<file path="src/rtl/gcd_stream.sv">
// Streaming binary (Stein) GCD: one reduction step per clock, valid/ready on both sides,
// plus a saturating count of the compute cycles spent on each result.
module gcd_stream #(
    parameter int unsigned WIDTH = 32,
    parameter int unsigned CNT_W = 8
) (
    input  logic             clk,
    input  logic             reset,
    input  logic             in_valid,
    output logic             in_ready,
    input  logic [WIDTH-1:0] opa,
    input  logic [WIDTH-1:0] opb,
    output logic             out_valid,
    input  logic             out_ready,
    output logic [WIDTH-1:0] result,
    output logic [CNT_W-1:0] cycles,
    output logic             busy
);

    localparam int unsigned KW = $clog2(WIDTH) + 1;

    typedef enum logic [1:0] {StIdle, StCalc, StDone} state_e;

    state_e           state_q, state_d;
    logic [WIDTH-1:0] a_q, a_d;
    logic [WIDTH-1:0] b_q, b_d;
    logic [WIDTH-1:0] result_q, result_d;
    logic [KW-1:0]    k_q, k_d;
    logic [CNT_W-1:0] cnt_q, cnt_d;
    logic [CNT_W-1:0] cycles_q, cycles_d;
    logic [CNT_W-1:0] cnt_inc;

    // Saturate rather than wrap so very long runs still report a sane upper bound.
    assign cnt_inc = (&cnt_q) ? cnt_q : cnt_q + CNT_W'(1);

    always_comb begin
        state_d  = state_q;
        a_d      = a_q;
        b_d      = b_q;
        k_d      = k_q;
        cnt_d    = cnt_q;
        result_d = result_q;
        cycles_d = cycles_q;
        unique case (state_q)
            StIdle: begin
                if (in_valid) begin
                    a_d     = opa;
                    b_d     = opb;
                    k_d     = '0;
                    cnt_d   = '0;
                    state_d = StCalc;
                end
            end
            StCalc: begin
                cnt_d = cnt_inc;
                if (a_q == '0) begin
                    result_d = b_q << k_q;
                    cycles_d = cnt_inc;
                    state_d  = StDone;
                end else if (b_q == '0) begin
                    result_d = a_q << k_q;
                    cycles_d = cnt_inc;
                    state_d  = StDone;
                end else if (!a_q[0] && !b_q[0]) begin
                    a_d = a_q >> 1;
                    b_d = b_q >> 1;
                    k_d = k_q + KW'(1);
                end else if (!a_q[0]) begin
                    a_d = a_q >> 1;
                end else if (!b_q[0]) begin
                    b_d = b_q >> 1;
                end else if (a_q >= b_q) begin
                    a_d = (a_q - b_q) >> 1;
                end else begin
                    b_d = (b_q - a_q) >> 1;
                end
            end
            StDone: begin
                if (out_ready) begin
                    state_d = StIdle;
                end
            end
            default: state_d = StIdle;
        endcase
    end

    always_ff @(posedge clk or negedge reset) begin
        if (!reset) begin
            state_q  <= StIdle;
            a_q      <= '0;
            b_q      <= '0;
            k_q      <= '0;
            cnt_q    <= '0;
            result_q <= '0;
            cycles_q <= '0;
        end else begin
            state_q  <= state_d;
            a_q      <= a_d;
            b_q      <= b_d;
            k_q      <= k_d;
            cnt_q    <= cnt_d;
            result_q <= result_d;
            cycles_q <= cycles_d;
        end
    end

    assign in_ready  = (state_q == StIdle);
    assign busy      = (state_q == StCalc);
    assign out_valid = (state_q == StDone);
    assign result    = result_q;
    assign cycles    = cycles_q;

endmodule
</file>
<file path="config.mk">
export PLATFORM = sky130hd
export DESIGN_NAME = gcd_stream
export DESIGN_NICKNAME = d
export VERILOG_FILES = /design/src/rtl/gcd_stream.sv
export SDC_FILE = /design/constraint.sdc
export NUM_CORES = 1
export LEC_CHECK = 0
export BUFFER_PORTS_ARGS = -buffer_cell sky130_fd_sc_hd__buf_2
export CAP_MARGIN = 25
export CORE_MARGIN = 1
export CORE_UTILIZATION = 50
export CTS_BUF_LIST = sky130_fd_sc_hd__clkbuf_8
export DETAILED_ROUTE_END_ITERATION = 8
export PLACE_DENSITY = 0.69
export REMOVE_ABC_BUFFERS = 1
export SETUP_SLACK_MARGIN = 0.05
export SLEW_MARGIN = 5
export SYNTH_ARGS = -nofsm -noshare
export SYNTH_HDL_FRONTEND = slang
export SYNTH_SLANG_ARGS = --single-unit
</file>
<file path="constraint.sdc">
create_clock -name clk -period 7.25 [get_ports clk]
set_input_delay 0.725 -clock clk [delete_from_list [all_inputs] [get_ports clk]]
set_output_delay 0.725 -clock clk [all_outputs]
set_load 0.01 [all_outputs]
</file>
* Yosys cells after proc, flatten, opt, wreduce, memory -nomap -nowiden
Index checks and enable logic that the tools add are counted.
Storage, ports and cells: flip-flop bits (word level) 120, word-level logic and storage cells 78
Operators by class: $add $sub $neg 4, order comparisons 1, eq/ne operators 12, shift-type cells 2, muxes and demuxes 33, reduce and logical (&&, ||, !) cells 17
Operators by type and width (number):
- 32-bit two-way mux | 16
- 32-bit case mux with 2 select lines | 2
- 32-bit zero test | 2
- 32-bit by 6-bit left shift with 32-bit output | 2
- 32-bit subtractor | 2
- 32-bit >= comparator | 1
- 8-bit two-way mux | 4
- 6-bit two-way mux | 4
- 8-bit case mux with 2 select lines | 1
- 6-bit case mux with 2 select lines | 1
- 6-bit AND reduction | 2
- 5-bit AND reduction | 2
- 8-bit by 1-bit adder with 8-bit output, second input constant | 1
- 2-bit two-way mux | 4
- 4-bit by 2-bit inequality test with 1-bit output, second input constant | 2
- 8-bit AND reduction | 1
- 6-bit by 1-bit adder with 6-bit output, second input constant | 1
- 2-bit inequality test, second input constant | 3
- 3-bit by 1-bit inequality test with 1-bit output, second input constant | 2
- 2-bit case mux with 3 select lines | 1
- 2-bit by 1-bit inequality test with 1-bit output, second input constant | 2
- 4-bit inequality test, second input constant | 1
- 2-bit AND reduction | 2
- 4-bit AND reduction | 1
- other kinds (7) | 9

* Longest topological paths before layout
depth after elaboration 8, depth in mapped cells 14, gate-level depth less buffers 12

* Worst setup path after synthesis
Ideal clock, no wire load.
path kind flip-flop to flip-flop, start point register a_q[0], end point register a_q[25], library setup time 104 ps, data arrival time 2972 ps, data required time 7146 ps, slack 4175 ps, cell stages (with the launch flop) 15, buffers on the path 2, period minus slack after synthesis 3075 ps, cells stage by stage dfrtp_1 > inv_1 > ha_1 > fa_1 > nor2b_1 > o31a_1 > o21ai_1 > a21oi_1 > o2111a_1 > nor2_1 > buf_2 > nor2_1 > clkbuf_1 > a32oi_1 > a221oi_1
Between the ends: cells in the longest elaborated chain, start to end 8, elaborated cells between the ends (all ways) 16, those cells by class 1 x add/sub; 1 x order compare; 3 x eq/ne; 7 x mux; 4 x reduce/logical
Ends and longest elaborated chain:
- start: declaration | RTL line 25 | logic [WIDTH-1:0] a_q, a_d;
- start signal: assignment | RTL line 90 | a_q <= '0;
- start signal: assignment | RTL line 98 | a_q <= a_d;
- 32-bit subtractor | RTL line 73 | a_d = (a_q - b_q) >> 1;
- 32-bit two-way mux | RTL line 72 | end else if (a_q >= b_q) begin
- 32-bit two-way mux | RTL line 70 | end else if (!b_q[0]) begin
- 32-bit two-way mux | RTL line 68 | end else if (!a_q[0]) begin
- 32-bit two-way mux | RTL line 64 | end else if (!a_q[0] && !b_q[0]) begin
- 32-bit two-way mux | RTL line 60 | end else if (b_q == '0) begin
- 32-bit two-way mux | RTL line 56 | if (a_q == '0) begin
- 32-bit case mux with 2 select lines | RTL line 44 | unique case (state_q)
Parallel ways exist; a longest one is shown, timed or not. The select of a mux whose other input is x is not followed. A chain may end at the register's enable or synchronous reset.

* Final worst setup path
start point register a_q[0], end point register a_q[10]
The elaborated chain is that of the path after synthesis.

==> metrics <==
pre-CTS setup slack 2.94 ns; Area contributors post-synth dfrtp_1, ha_1, mux2i_1; clock network power share roughly a tenth; number of global-route vias before repair ~11,000; top_reg_cell synth dfrtp_1; Layout area overhead 9.55%; fmax 226 MHz; last element of the critical path a_q[10]; Slew headroom a little under a third; CTS HTree Levels 4; total leakage power between 5 and 6 nW; initial core utilization approximately 51%; largest net degree at the start of global routing 71; power per cell area 563 nW/µm²; Switch Pwr 3.78 mW; Worst Setup SP a_q[0]; first-pass GRT wire length 59.7 mm; Worst setup SP type flip-flop; per-cell routed wire length 22.1 µm; Crit. End Element flip-flop; Max-Cap Viols 0; Period Utilization, post-route 61.1%; r2r endpoint a_q[10]; area share of the leading cell type in the synthesized netlist approximately 27%; Yosys top cell by area dfrtp_1; initial DRC count between 1,000 and 1,500; CTS tree yes; fill count 2,161; Num Clock Sinks 120; Antenna diodes 0; IO buf count 110; post-DP HPWL 27.9 mm; drt pass-1 iters 8; die width 151 µm; die area 22,900 µm²; Internal 3.11 mW; Reg2Reg Launch Point a_q[0]; flop2flop setup slack approximately 2.8 ns; sequential-to-total area share from yosys stat 26.9%; kind of critical path flip-flop to flip-flop; setup TNS 0 ns; synthesized area 11,200 µm²; Final Skew 0.0155 ns; Final WS setup between 2 and 3 ns; hold slack 0.293 ns; Comb power frac 72.1%; Syn Inst Count 1,387; cts hold-fix bufs 0; Period minus WS final 4.43 ns; Final Hold Vio Count 0; Slew Viols, Final 0; RSZ-0062 raised after global routing no; Post-Layout Cell Count 1,730; R2R depth 12; CTS root buf clkbuf_8; Vias/cell 6.53; Cell Rows 54; sequential cell area 3000 µm²; critical path fanouts, max 22; fin util 55.9%; Worst-path clk slew 0.08 ns; sequential fraction of design power a little under a fifth; EDFF count, synth 0; DR DRC count 0; area of the multi-input gates 7470 µm²; initial antenna violation count 0; Setup Viol. Count Final 0; post-CTS resize count 0; post-CTS setup buffer count 0; worst path arrival time about 4.8 ns; antenna violation net count after detailed routing 0; final layout net count 1,574; insertion delay to the later sink of the worst-skew pair 0.47 ns; via count 11,297; mean area per synthesized cell 8.05 µm²; GP Congestion 0.993; Synth cell types 77; worst hold path type input pin to async pin; maximum VDD drop 216 µV; status finished, final reports clean; core area between 20,000 and 25,000 µm²; Slew @ Worst Pin 1.05 ns; Overall Global Routing Usage 34.3%; Max clock buf depth 2; die height 151 µm; switching share of power a little over half; synth warn 0; Critical Path RT 7.63 ns; CTS buffer count 17; Yosys reg bits 120; grt total ovfl 0; fraction of registers with async set or reset after synthesis 100%; cell count after placement 1,696; I/O pins 111; Routed Wire Length 38.2 mm; layout cells sized above 1 13.2%
[per-layer routing]
| layer | GRT usage (%) | wire length (µm) |
|---|---|---|
| met5 | 0 | 0 |
| met4 | 13.0 | 1300 |
| met3 | 6.69 | 2850 |
| met2 | 53.3 | 17100 |
| met1 | 46.8 | 17000 |
[synth_stat cells (4+ instances only)]
cell type and number:
nand2b_1 13, a21oi_1 120, a211oi_1 9, or3_1 8
nor2b_1 9, inv_2 4, or2_2 4, a22oi_1 9
a221oi_1 39, mux2i_1 69, a22o_1 4, a211o_1 4
buf_2 9, o211ai_1 25, o221ai_1 13, a21boi_0 4
mux4_2 11, xor2_1 19, ha_1 67, dfrtp_1 120
clkbuf_1 66, buf_1 13, nand3_1 30, o22ai_1 15
nand2_1 138, nor4_1 18, o21a_1 10, nor3_1 34
mux2_2 4, a221o_1 7, o31a_1 6, a21o_1 34
o21bai_1 11, a31oi_1 12, a32o_1 4, nand4_1 16
o21ai_0 104, and3_1 7, inv_1 82, nor2_1 92
xnor2_1 38, o31ai_1 32
[layout by cell type (no fill, tap or decap), drive strengths merged, types with 38 or more instances in the layout]
cell type  instances
mux2i             69
xnor2             38
a221oi            39
nand2            138
ha                67
a21oi            120
inv               90
o21ai            107
nor2              92
dfrtp            120
buf              126
[power groups by stage]
stage | Combinational, mW | Clock [mW] | Sequential, mW
finish | 4.97 | 0.641 | 1.28
global route | 5.40 | 0.680 | 1.30
CTS | 4.82 | 0.647 | 1.28
detailed placement | 4.79 | 0 | 1.29
global placement | 4.78 | 0 | 1.29
floorplan | 3.49 | 0 | 1.19
[through the flow]
| stage | total power [mW] | instance area, µm² |
|---|---|---|
| 3_3_place_gp | 6.07 | 11800 |
| 6_report | 6.89 | 12200 |
| 5_1_grt | 7.38 | 12200 |
| 2_1_floorplan | 4.68 | 10800 |
| 3_5_place_dp | 6.08 | 11800 |
| 4_1_cts | 6.75 | 12200 |
[worst min-delay path by stage]
stage | from | end | cells past startpoint
finish | reset | result[4] | 1
global route | reset | result[20] | 1
CTS | reset | result[4] | 1
detailed placement | cycles[6] | cycles[6] | 2
global placement | cycles[7] | cycles[7] | 2
floorplan | reset | a_q[0] | 0
[state kept, by name (all words and copies together), names as in the netlist]
| name | count |
|---|---|
| a_q | 32 |
| result | 32 |
| cycles | 8 |
| k_q | 6 |
| cnt_q | 8 |
| state_q | 2 |
| b_q | 32 |
[worst max-delay path, stage by stage (launching register included)]
cell,delay (ns)
dfrtp_1,0.51
inv_1,0.14
ha_1,0.25
fa_1,0.41
nor2b_1,0.17
o31a_1,0.23
o21ai_1,0.16
a21oi_1,0.24
o2111a_1,0.29
or2_1,0.60
o31a_1,0.92
o21ai_0,0.23
o22ai_1,0.17
[layout make-up]
cell class | instances | area share (%)
sequential | 120 | 24.5
timing repair buffer | 126 | 5.67
tap | 280 | 2.86
inverter | 86 | 2.64
clock inverter | 14 | 1.22
multi-input combinational | 1086 | 61.0
clock buffer | 18 | 2.03
[cell families after synthesis]
logic type                 count (synthesis)  share of synthesized area [%]
AOI/OAI and AO/OA                        492                           29.2
DFF                                      120                           26.9
muxes                                     85                           9.04
adders and majority gates                 69                           7.87
buffers and inverters                    181                           6.59
xor gates and xnor gates                  57                           4.47
and+or+nand+nor                          383                           15.9
Power figures use the tool's default switching activity.
